**src/rtl/inst_fetch_if.sv**
```systemverilog
// Fetch-unit boundary: instruction-memory request/response, redirect input and
// the instruction stream handed to decode.
interface inst_fetch_if;
  // Every valid/ready pair transfers exactly on a cycle where both are high;
  // valid never waits on ready. The response and redirect channels have no
  // ready: they are sampled on every cycle where their valid is high.
  logic        imem_req_valid;
  logic        imem_req_ready;
  logic [63:0] imem_req_addr;
  logic        imem_resp_valid;
  logic [31:0] imem_resp_data;
  logic        redirect_valid;
  logic [63:0] redirect_pc;
  logic        inst_valid;
  logic        inst_ready;
  logic [31:0] inst;
  logic [63:0] inst_addr;
  logic        inst_misalign;

  modport master (
    output imem_req_valid, imem_req_addr,
    input  imem_req_ready, imem_resp_valid, imem_resp_data,
    input  redirect_valid, redirect_pc,
    output inst_valid, inst, inst_addr, inst_misalign,
    input  inst_ready
  );

  modport slave (
    input  imem_req_valid, imem_req_addr,
    output imem_req_ready, imem_resp_valid, imem_resp_data,
    output redirect_valid, redirect_pc,
    input  inst_valid, inst, inst_addr, inst_misalign,
    output inst_ready
  );
endinterface

```
**src/rtl/inst_fetch.sv**
```systemverilog
// In-order instruction fetch with an address-tagged fetch buffer and redirect
// flush. Define IF_MISALIGN_EXCP_EN to report misaligned redirect targets.
module inst_fetch #(
  parameter logic [63:0] RESET_PC = 64'h0000_0000_8000_0000,
  parameter int unsigned DEPTH    = 2
) (
  input logic          clk,
  input logic          rst,
  inst_fetch_if.master bus
);
  localparam int unsigned PW   = $clog2(DEPTH);
  localparam int unsigned PTRW = PW + 1;
  localparam logic [PW:0] PTR_ONE = 1;
  localparam logic [PW:0] FULL    = PTRW'(DEPTH);

  logic [63:0]      pc;
  logic [63:0]      addr_q [DEPTH];
  logic [31:0]      data_q [DEPTH];
  logic [DEPTH-1:0] filled_q;
  logic [PW:0]      alloc_ptr, fill_ptr, rd_ptr, drop_cnt;
  logic [PW:0]      used, unfilled, drop_sum, drop_next;
  logic [PW-1:0]    alloc_idx, fill_idx, rd_idx;
  logic [63:0]      target;
  logic             misalign_redir, halted;
  logic             req_valid, req_fire, head_valid, pop;

  assign used      = alloc_ptr - rd_ptr;
  assign unfilled  = alloc_ptr - fill_ptr;
  assign alloc_idx = alloc_ptr[PW-1:0];
  assign fill_idx  = fill_ptr[PW-1:0];
  assign rd_idx    = rd_ptr[PW-1:0];

  assign head_valid = (used != '0) & filled_q[rd_idx];
  assign pop        = head_valid & bus.inst_ready;
  // A pop frees a slot in the same cycle, so a full buffer can still refill.
  assign req_valid  = ~rst & ~bus.redirect_valid & (drop_cnt == '0) & ~halted &
                      ((used != FULL) | pop);
  assign req_fire   = req_valid & bus.imem_req_ready;

  // Old wrong-path responses keep counting; an in-flight response that lands
  // on the redirect cycle is itself one of the responses to throw away.
  assign drop_sum  = drop_cnt + unfilled;
  assign drop_next = drop_sum - ((bus.imem_resp_valid && (drop_sum != '0)) ? PTR_ONE : '0);

`ifdef IF_MISALIGN_EXCP_EN
  assign target         = bus.redirect_pc;
  assign misalign_redir = bus.redirect_valid & (bus.redirect_pc[1:0] != 2'b00);

  always_ff @(posedge clk or posedge rst) begin
    if (rst) begin
      halted <= 1'b0;
    end else if (bus.redirect_valid) begin
      halted <= misalign_redir;
    end
  end
`else
  assign target         = bus.redirect_pc & ~64'h3;
  assign misalign_redir = 1'b0;
  assign halted         = 1'b0;
`endif

  always_ff @(posedge clk or posedge rst) begin
    if (rst) begin
      pc        <= RESET_PC;
      alloc_ptr <= '0;
      fill_ptr  <= '0;
      rd_ptr    <= '0;
      drop_cnt  <= '0;
      filled_q  <= '0;
      for (int i = 0; i < DEPTH; i++) begin
        addr_q[i] <= '0;
        data_q[i] <= '0;
      end
    end else if (bus.redirect_valid) begin
      pc        <= target;
      rd_ptr    <= '0;
      fill_ptr  <= PTRW'(misalign_redir);
      alloc_ptr <= PTRW'(misalign_redir);
      filled_q  <= DEPTH'(misalign_redir);
      drop_cnt  <= drop_next;
      if (misalign_redir) begin
        addr_q[0] <= target;
        data_q[0] <= 32'h0000_0013;
      end
    end else begin
      if (pop) begin
        rd_ptr           <= rd_ptr + PTR_ONE;
        filled_q[rd_idx] <= 1'b0;
      end
      if (req_fire) begin
        addr_q[alloc_idx]   <= pc;
        filled_q[alloc_idx] <= 1'b0;
        alloc_ptr           <= alloc_ptr + PTR_ONE;
        pc                  <= pc + 64'd4;
      end
      // Responses with nothing outstanding are dropped silently.
      if (bus.imem_resp_valid) begin
        if (drop_cnt != '0) begin
          drop_cnt <= drop_cnt - PTR_ONE;
        end else if (unfilled != '0) begin
          data_q[fill_idx]   <= bus.imem_resp_data;
          filled_q[fill_idx] <= 1'b1;
          fill_ptr           <= fill_ptr + PTR_ONE;
        end
      end
    end
  end

  assign bus.imem_req_valid = req_valid;
  assign bus.imem_req_addr  = pc;
  assign bus.inst_valid     = head_valid;
  assign bus.inst           = head_valid ? data_q[rd_idx] : 32'h0;
  assign bus.inst_addr      = head_valid ? addr_q[rd_idx] : 64'h0;
  assign bus.inst_misalign  = head_valid & halted;
endmodule
```
**src/flat_wrapper.sv**
```systemverilog
// flat-port wrapper written by rule: the top's interface ports become plain ports
module inst_fetch_flat 
#(
  parameter logic [63:0] RESET_PC = 64'h0000_0000_8000_0000,
  parameter int unsigned DEPTH    = 2
)
  (clk, rst, bus_imem_req_valid, bus_imem_req_addr, bus_imem_req_ready, bus_imem_resp_valid, bus_imem_resp_data, bus_redirect_valid, bus_redirect_pc, bus_inst_valid, bus_inst, bus_inst_addr, bus_inst_misalign, bus_inst_ready);
  inst_fetch_if bus_i ();
  input logic clk;
  input logic rst;
  output wire logic [$bits(bus_i.imem_req_valid)-1:0] bus_imem_req_valid;
  output wire logic [$bits(bus_i.imem_req_addr)-1:0] bus_imem_req_addr;
  input wire logic [$bits(bus_i.imem_req_ready)-1:0] bus_imem_req_ready;
  input wire logic [$bits(bus_i.imem_resp_valid)-1:0] bus_imem_resp_valid;
  input wire logic [$bits(bus_i.imem_resp_data)-1:0] bus_imem_resp_data;
  input wire logic [$bits(bus_i.redirect_valid)-1:0] bus_redirect_valid;
  input wire logic [$bits(bus_i.redirect_pc)-1:0] bus_redirect_pc;
  output wire logic [$bits(bus_i.inst_valid)-1:0] bus_inst_valid;
  output wire logic [$bits(bus_i.inst)-1:0] bus_inst;
  output wire logic [$bits(bus_i.inst_addr)-1:0] bus_inst_addr;
  output wire logic [$bits(bus_i.inst_misalign)-1:0] bus_inst_misalign;
  input wire logic [$bits(bus_i.inst_ready)-1:0] bus_inst_ready;
  assign bus_imem_req_valid = bus_i.imem_req_valid;
  assign bus_imem_req_addr = bus_i.imem_req_addr;
  assign bus_i.imem_req_ready = bus_imem_req_ready;
  assign bus_i.imem_resp_valid = bus_imem_resp_valid;
  assign bus_i.imem_resp_data = bus_imem_resp_data;
  assign bus_i.redirect_valid = bus_redirect_valid;
  assign bus_i.redirect_pc = bus_redirect_pc;
  assign bus_inst_valid = bus_i.inst_valid;
  assign bus_inst = bus_i.inst;
  assign bus_inst_addr = bus_i.inst_addr;
  assign bus_inst_misalign = bus_i.inst_misalign;
  assign bus_i.inst_ready = bus_inst_ready;
  inst_fetch #(.RESET_PC(RESET_PC), .DEPTH(DEPTH)) u_core (.clk(clk), .rst(rst), .bus(bus_i));
endmodule
```
**config.mk**
```make
export PLATFORM = sky130hd
export DESIGN_NAME = inst_fetch_flat
export DESIGN_NICKNAME = d
export VERILOG_FILES = /design/src/rtl/inst_fetch_if.sv /design/src/rtl/inst_fetch.sv /design/src/flat_wrapper.sv
export SDC_FILE = /design/constraint.sdc
export NUM_CORES = 1
export LEC_CHECK = 0
export CAP_MARGIN = 10
export CORE_MARGIN = 2
export CORE_UTILIZATION = 52
export CTS_CLUSTER_SIZE = 16
export DETAILED_ROUTE_END_ITERATION = 10
export PLACE_DENSITY = 0.91
export SLEW_MARGIN = 10
export SYNTH_ARGS = -nofsm -noshare
export SYNTH_HDL_FRONTEND = slang
export SYNTH_SLANG_ARGS = --single-unit
```
**constraint.sdc**
```tcl
create_clock -name clk -period 10.7 [get_ports clk]
set_input_delay 1.605 -clock clk [delete_from_list [all_inputs] [get_ports clk]]
set_output_delay 1.605 -clock clk [all_outputs]
set_load 0.01 [all_outputs]
```
**Yosys cells after proc, flatten, opt, wreduce, memory -nomap -nowiden**

Index checks and enable logic that the tools add are counted.
Widths: inputs -> output; s select.

- Bits in registers: 266
- Bits of input ports: 102
- Output and inout bits: 163
- Word-level logic and storage cells: 114

- $add $sub $neg: 9
- Order comparisons: 11
- Eq/ne operators: 2
- Multiplexer cells: 44
- Bitwise operators: 18
- Reductions and logical operators: 20

Operator list:

| cell | number |
|---|---|
| $mux 64 | 7 |
| $mux 32 | 5 |
| $bwmux 128 | 1 |
| $add 64x3->64 const B | 1 |
| $bwmux 64 | 1 |
| $demux 64 s1 | 1 |
| $mux 2 | 19 |
| $demux 32 s1 | 1 |
| $reduce_bool 2->1 | 9 |
| $add 2x1->2 const B | 3 |
| $and 1x1->1 | 6 |
| $ge 2x2->1 const B | 3 |
| $logic_and 1x1->1 | 6 |
| $lt 1x2->1 const B | 3 |
| $mux 1 | 6 |
| $not 1->2 | 3 |
| $sub 2x2->2 | 3 |
| $and 2x2->2 | 2 |
| $lt 2x1->1 const B | 2 |
| $ne 2x2->1 const B | 2 |
| $not 2->2 | 2 |
| $reduce_and 2->1 | 2 |
| $reduce_and 4->1 | 1 |
| $demux 1 s1 | 3 |
| 8 further kinds | 12 |

**Logic depth before layout (Yosys ltp)**

Gate-level depths: netlist of the first run.

- Depth in word-level cells: 16
- Gate-level depth with buffers: 12
- Depth with buffers taken out: 11

**Worst setup path before layout of the first run**

No wires, ideal clock.

- Kind: input-to-reg
- From: in rst
- To: reg u_core.pc[19] (netlist: u_core.bus.imem_req_addr[19])
- Library setup time: 0.149 ns
- Arrival time: 8.703 ns
- Required time: 10.551 ns
- Slack: 1.848 ns
- Stages: 7
- Path buffers: 1
- Cells stage by stage: inv_1 -> and3_1 -> a21boi_1 -> nor2_1 -> clkbuf_1 -> o21ai_0 -> o311ai_0

- Word-level cells in the longest chain between the ends: 6

RTL lines:

| item | RTL line | source |
|---|---|---|
| from (decl) | flat_wrapper.sv:10 | `input logic rst;` |
| $not 1->1 | inst_fetch.sv:36 | `assign req_valid = ~rst & ~bus.redirect_valid & (drop_cnt == '0) & ~halted &` |
| $and 1x1->1 (3 in a row) | inst_fetch.sv:36 |  |
| $and 1x1->1 | inst_fetch.sv:38 | `assign req_fire = req_valid & bus.imem_req_ready;` |
| $reduce_bool 2->1 (no source line) | -- |  |
| to (signal assigned) | inst_fetch.sv:75 | `pc <= target;` |
| to (signal assigned) | inst_fetch.sv:94 | `pc <= pc + 64'd4;` |
| to (decl) | inst_fetch.sv:16 | `logic [63:0] pc;` |

No other way between the ends.
A chain may end at the register's enable or synchronous reset.

**Final worst setup path of the first run**

- From: reg u_core.rd_ptr[0]
- To: out bus_inst[7]

- Word-level cells in the longest chain between the ends: 5
- Elaborated cells between the ends (all ways): 10
- Classes of those cells: add/sub: 1; mux: 6; bitwise: 2; reduce/logical: 1

RTL lines:

| item | RTL line | source |
|---|---|---|
| from (decl) | inst_fetch.sv:20 | `logic [PW:0] alloc_ptr, fill_ptr, rd_ptr, drop_cnt;` |
| from (signal assigned) | inst_fetch.sv:87 | `rd_ptr <= rd_ptr + PTR_ONE;` |
| parallel branches: the longest is 4 deep, another holds $sub 2x2->2 | -- |  |
| $mux 32 (*) | inst_fetch.sv:112 | `assign bus.inst = head_valid ? data_q[rd_idx] : 32'h0;` |
| to (decl) | flat_wrapper.sv:19 | `output wire logic [$bits(bus_i.inst)-1:0] bus_inst;` |

Every way passes the cells marked *. The select of a mux whose other input is x is not followed.

==> results of run 1 <==
==> state kept, by name, indices dropped and copies added, names as in the netlist <==
name / flops
u_core.filled_q: 2
u_core.data_q: 64
u_core.fill_ptr: 2
u_core.drop_cnt: 2
u_core.bus.imem_req_addr: 62
u_core.addr_q: 124
u_core.alloc_ptr: 2
u_core.rd_ptr: 2
==> worst min-delay path, delay by kind of cell, from the launching register on <==
family | cells | cell delay (ns)
flops | 1 | 0.35
compound gates | 1 | 0.06
simple gates | 1 | 0.05
==> kinds of logic (layout without fill, tap and decap cells) <==
kind of cell / count (synthesis) / count (layout) / share of synthesized area
AO/OA/AOI/OAI: 143 / 143 / 0.0820
XOR/XNOR: 22 / 22 / 0.0152
adder cells (fa/ha/maj): 5 / 5 / 0.00492
buffers and inverters: 93 / 336 / 0.0307
flip-flops: 260 / 260 / 0.512
multiplexers: 277 / 277 / 0.236
other: 1 / 8 / 0.000295
AND/OR/NAND/NOR: 313 / 313 / 0.119
==> layout make-up <==
cell class | count | area share
diodes | 3 | 0.000457
clock inverters | 6 | 0.00639
repair buffers | 270 | 0.162
flip-flops and latches | 260 | 0.396
multi-input cells | 765 | 0.358
clock buffers | 41 | 0.0474
inverters | 19 | 0.00480
well taps | 324 | 0.0247
==> worst paths after layout <==
kind	from	end	cells after the start
hold reg to reg	u_core.addr_q[62]$_DFFE_PP0P_	u_core.addr_q[62]$_DFFE_PP0P_	2
min in group asynchronous	rst	u_core.alloc_ptr[0]$_DFFE_PP0N_	2
max in group asynchronous	rst	u_core.rd_ptr[0]$_DFFE_PP0P_	3
setup reg to reg	u_core.rd_ptr[0]$_DFFE_PP0P_	u_core.addr_q[87]$_DFFE_PP0P_	7
hold / removal	u_core.addr_q[62]$_DFFE_PP0P_	u_core.addr_q[62]$_DFFE_PP0P_	2
setup / recovery	u_core.rd_ptr[0]$_DFFE_PP0P_	bus_inst[7]	6
==> power breakdown <==
part | total [mW] | internal [mW] | leakage, nW | switching, mW
registers | 1.42 | 1.24 | 3.37 | 0.176
logic | 0.626 | 0.357 | 3.01 | 0.269
clock network | 0.941 | 0.569 | 0.433 | 0.372
==> synthesized netlist by cell type, types with 9 or more instances <==
library cell | instances | share of area
xnor2_1 | 12 | 0.0083
inv_1 | 19 | 0.0056
nand4_1 | 12 | 0.0059
dfrtp_1 | 259 | 0.51
nor2_1 | 114 | 0.034
buf_2 | 18 | 0.0071
o211ai_1 | 26 | 0.015
xor2_1 | 10 | 0.0069
mux2i_1 | 98 | 0.077
nor3_1 | 9 | 0.0035
clkbuf_1 | 39 | 0.012
and3_1 | 14 | 0.0069
nand3_1 | 35 | 0.014
o311ai_0 | 32 | 0.022
mux2_2 | 179 | 0.16
o21ai_0 | 28 | 0.011
buf_1 | 12 | 0.0035
nand2_1 | 89 | 0.026
==> metrics by stage <==
step,cell area (sq um),util
floorplan,12700,-
global placement,15500,0.643
detailed placement,15500,0.643
CTS,16400,0.680
global route,16400,0.680
finish,16400,0.680
==> metal layers <==
layer	vias up	wire, um	part of all wire
met2	363	15800	0.48
met5	-	13	0.00039
met1	4893	13800	0.42
li1	4488	-	-
met3	86	2330	0.070
met4	2	1250	0.038
==> run metrics, run 1 <==
via count about 9800; CP Launch Type flip-flop; Initial DRT Pass Iterations 5; Mean Syn Cell Area ~11 sq um; Post-CTS Hold Buffers 0; Slowest-stage cell, CP buf_4; max cap viols 0; boundary pin count approximately 270; Die X 160 um; number of synthesized flops with an enable pin 0; initial antenna violation count 4; Final ANT Viol Nets 0; setup violators final 0; met1 Usage GRT 0.336; Die H 160 um; power density cells roughly 180 mW/mm^2; ys flop type dfrtp_1; Seq/Total Area, Yosys 0.512; most frequent cells in the layout dfrtp_1, clkdlybuf4s50_1, mux2_2; DR iter-0 viols ~640; GR Util All Layers 0.258; yosys warns 0; full die area 0.0257 sq mm; fmax 0.156 GHz; Worst Setup End Kind primary output; global-route wire length before repair 53900 um; Peak VDD IR 0.133 mV; Final Total Pwr slightly below 3 mW; Final period util 0.597; largest net degree at the start of global routing 124; leakage power approximately 7 nW; Slew Limit Fails 0; Worst-Skew Late Latency between 0.5 and 0.6 ns; DP HPWL between 20000 and 25000 um; Hold Vio Cnt, Final 0; M2 GR Usage 0.425; drt total wl between 30000 and 40000 um; clock slew at reported path FFs 0.06 ns; register area between 0.006 and 0.007 sq mm; delay-heaviest family, CP buffers and inverters; final std cells w/o fill 1688; nets@finish 1450; Tightest Pin Transition approximately 1.2 ns; total gr overflow 0; Hold WS ~0.48 ns; CTS resizes 0; Mapped Area between 0.01 and 0.015 sq mm; Req. time, crit path a little over 9 ns; setup slack after layout approximately 4.3 ns; wire length per cell ~20 um; gp weighted congestion roughly 0.8; dpl cells between 1500 and 2000; R2R Setup Slk slightly above 6 ns; Multi-input gate area 0.00588 sq mm; Gate Count Post-Synth roughly 1100; Global Route met3 Usage 0.0529; CTS tree done; share of cells above drive strength 1 0.191; skew final around 0.015 ns; ys async rst share 1.00; H-tree levels 1; CP Cell Sequence buf_4, nor2_1, a31oi_4, buf_4, nor2_1, clkdlybuf4s50_1; Hold Path Class reg -> reg; gr busiest metal met2; CTS root buffer clkbuf_16; WP buf/inv 3; most common cell after layout, fill and taps aside dfrtp_1; critical path type reg -> out; Sinks on Clock Net 260; crit path max fanout 67; PortBufs 257; peak per-stage delay on the critical path about 0.94 ns; CTS buffer count 27; max_slew headroom 0.197; unrepaired setup endpoints after global routing false; Filler cells between 1500 and 2000; DRC errors left 0; site row count 57; Cell variety after synth 66; Tmin final approximately 6.4 ns; vias in the first global route 10200; pre-CTS setup slack approximately 4.8 ns; status completed; initial core utilization 0.526; post-synthesis register bit count between 200 and 300; Via density ~5.8; CP Data Arrival Time approximately 4.8 ns; clock tree buffer depth 3; post-CTS setup buffer count 0; Placeable Area 0.0242 sq mm; area grow syn2layout 29.3%; Fin Setup TNS 0 ns
(Power assumes the default switching activity.)
==> run 2, diff against run 1 <==
==> constraint.sdc (replaced) <==
create_clock -name clk -period 6.42 [get_ports clk]
set_input_delay 0.963 -clock clk [delete_from_list [all_inputs] [get_ports clk]]
set_output_delay 0.963 -clock clk [all_outputs]
set_load 0.01 [all_outputs]
==> run 2 against run 1 <==
Compared with the run above: global-route usage is 0.42 points higher; total power rose by 65%; final cell count is essentially flat; non-clock buffer count up 1; flip-flop and latch count unchanged; critical endpoint is now bus_inst_addr[34].
==> run metrics, run 2 (synthesized netlist as in run 1, its figures left out) <==
status completed (unchanged); Slowest-stage cell, CP dfrtp_4 (was buf_4); skew final 0.0162 ns (was 0.0150 ns); CTS root buffer clkbuf_16 (unchanged); vias in the first global route 10300 (was 10200); Req. time, crit path 5.46 ns (was 9.10 ns); register area 0.00651 sq mm (unchanged); Final ANT Viol Nets 0 (unchanged); via count 9900 (was 9832); Filler cells 1702 (was 1680); CP Data Arrival Time 3.46 ns (was 4.79 ns); GR Util All Layers 0.262 (was 0.258); DP HPWL 22000 um (was 21700 um); critical path type reg -> out (unchanged); fmax between 0.2 and 0.25 GHz; share of cells above drive strength 1 0.194 (was 0.191); full die area 0.0257 sq mm (unchanged); boundary pin count 265 (unchanged); clock tree buffer depth 3 (unchanged); site row count 57 (unchanged); Hold Path Class reg -> reg (unchanged); initial antenna violation count 2 (was 4); wire length per cell 20.0 um (was 19.6 um); Sinks on Clock Net 260 (unchanged); post-CTS setup buffer count 0 (unchanged); most frequent cells in the layout dfrtp_1, clkdlybuf4s50_1, mux2_2 (unchanged); PortBufs 257 (unchanged); H-tree levels 1 (unchanged); CP Launch Type flip-flop (unchanged); Worst Setup End Kind primary output (unchanged); clock slew at reported path FFs 0.06 ns (about the same); delay-heaviest family, CP buffers and inverters (unchanged); Worst-Skew Late Latency 0.53 ns (about the same); CP Cell Sequence buf_4, mux2i_1, nor2_1, clkdlybuf4s50_1 (was buf_4, nor2_1, a31oi_4, buf_4, nor2_1, clkdlybuf4s50_1); DRC errors left 0 (unchanged); setup violators final 0 (unchanged); Initial DRT Pass Iterations 5 (unchanged); Die X 160 um (unchanged); max_slew headroom 0.212 (was 0.197); Fin Setup TNS 0 ns (unchanged); nets@finish 1451 (was 1450); Hold Vio Cnt, Final 0 (unchanged); gp weighted congestion 0.779 (was 0.801); Tmin final 4.43 ns; global-route wire length before repair 54900 um (was 53900 um); Final period util 0.689; CTS resizes 0 (unchanged); Placeable Area 0.0242 sq mm (unchanged); unrepaired setup endpoints after global routing false (unchanged); setup slack after layout 1.99 ns (was 4.31 ns); initial core utilization 0.526 (unchanged); Peak VDD IR 0.227 mV (was 0.133 mV); largest net degree at the start of global routing 178 (was 124); total gr overflow 0 (unchanged); max cap viols 0 (unchanged); max FFs per register 124 (unchanged); leakage power 6.82 nW (about the same); Slew Limit Fails 0 (unchanged); CTS buffer count 27 (unchanged); DR iter-0 viols 638 (was 637); Die H 160 um (unchanged); pre-CTS setup slack 2.14 ns (was 4.82 ns); Tightest Pin Transition 1.18 ns (was 1.20 ns); peak per-stage delay on the critical path 0.95 ns (was 0.94 ns); drt total wl 33800 um (was 33200 um); crit path max fanout 54 (was 67); most common cell after layout, fill and taps aside dfrtp_1 (unchanged); area grow syn2layout 29.4% (was 29.3%); fin util 0.680 (about the same); Most flops, register u_core.addr_q (unchanged); Multi-input gate area 0.00588 sq mm (unchanged); Post-CTS Hold Buffers 0 (unchanged); WP buf/inv 2 (was 3); Via density 5.87 (was 5.82); power density cells 300 mW/mm^2 (was 182 mW/mm^2); CTS tree done (unchanged)
## run 2: worst paths after layout
path,slack [ns],depth (start not counted),startpoint,to
worst max-delay path,1.99,4,u_core.rd_ptr[0]$_DFFE_PP0P_,bus_inst_addr[34]
worst min-delay path,0.48,2,u_core.addr_q[35]$_DFFE_PP0P_,u_core.addr_q[35]$_DFFE_PP0P_
worst max register to register,2.68,6,u_core.rd_ptr[0]$_DFFE_PP0P_,u_core.addr_q[79]$_DFFE_PP0P_
worst min register to register,0.48,2,u_core.addr_q[35]$_DFFE_PP0P_,u_core.addr_q[35]$_DFFE_PP0P_
max in group asynchronous,3.68,4,rst,u_core.bus.imem_req_addr[37]$_DFFE_PP0N_
min in group asynchronous,1.15,3,rst,u_core.bus.imem_req_addr[2]$_DFFE_PP0N_
## run 2: cell type report
cell class | instances | area share
Sequential cell | 260 | 0.396
Clock buffer | 42 | 0.0506
Timing Repair Buffer | 271 | 0.163
Clock inverter | 4 | 0.00297
Multi-Input combinational cell | 765 | 0.358
Tap cell | 324 | 0.0246
Antenna cell | 2 | 0.000304
Inverter | 19 | 0.00456
## run 2: worst min-delay path, stage by stage, from the launching register on
cell and delay (ns):
dfrtp_1 0.34, nand2_1 0.05, o21ai_0 0.06
## run 2: per-layer routing
layer | routed length [um] | global-route usage | vias to the layer above | share of wire
li1 | - | - | 4487 | -
met1 | 13800 | 0.341 | 4947 | 0.41
met3 | 2340 | 0.0473 | 76 | 0.069
met5 | 0 | 0 | - | 0
met2 | 16600 | 0.445 | 390 | 0.49
met4 | 1080 | 0.0909 | 0 | 0.032
## run 2: metrics by stage
step | cell area (sq um) | cells | power [mW] | hold slack [ns]
final | 16400 | 1687 | 4.93 | 0.482
after CTS | 16400 | 1685 | 4.96 | 0.486
after detailed placement | 15600 | 1639 | 3.40 | 0.472
after floorplan | 12700 | 1118 | 3.02 | 0.450
after global routing | 16400 | 1687 | 5.18 | 0.516
after global placement | 15600 | 1639 | 3.31 | 0.465
## run 2: power breakdown
| part | total (mW) | leakage, nW | internal (mW) | switching, mW |
|---|---|---|---|---|
| clock | 1.54 | 0.437 | 0.922 | 0.620 |
| combinational | 1.03 | 3.02 | 0.596 | 0.432 |
| sequential | 2.36 | 3.37 | 2.07 | 0.295 |
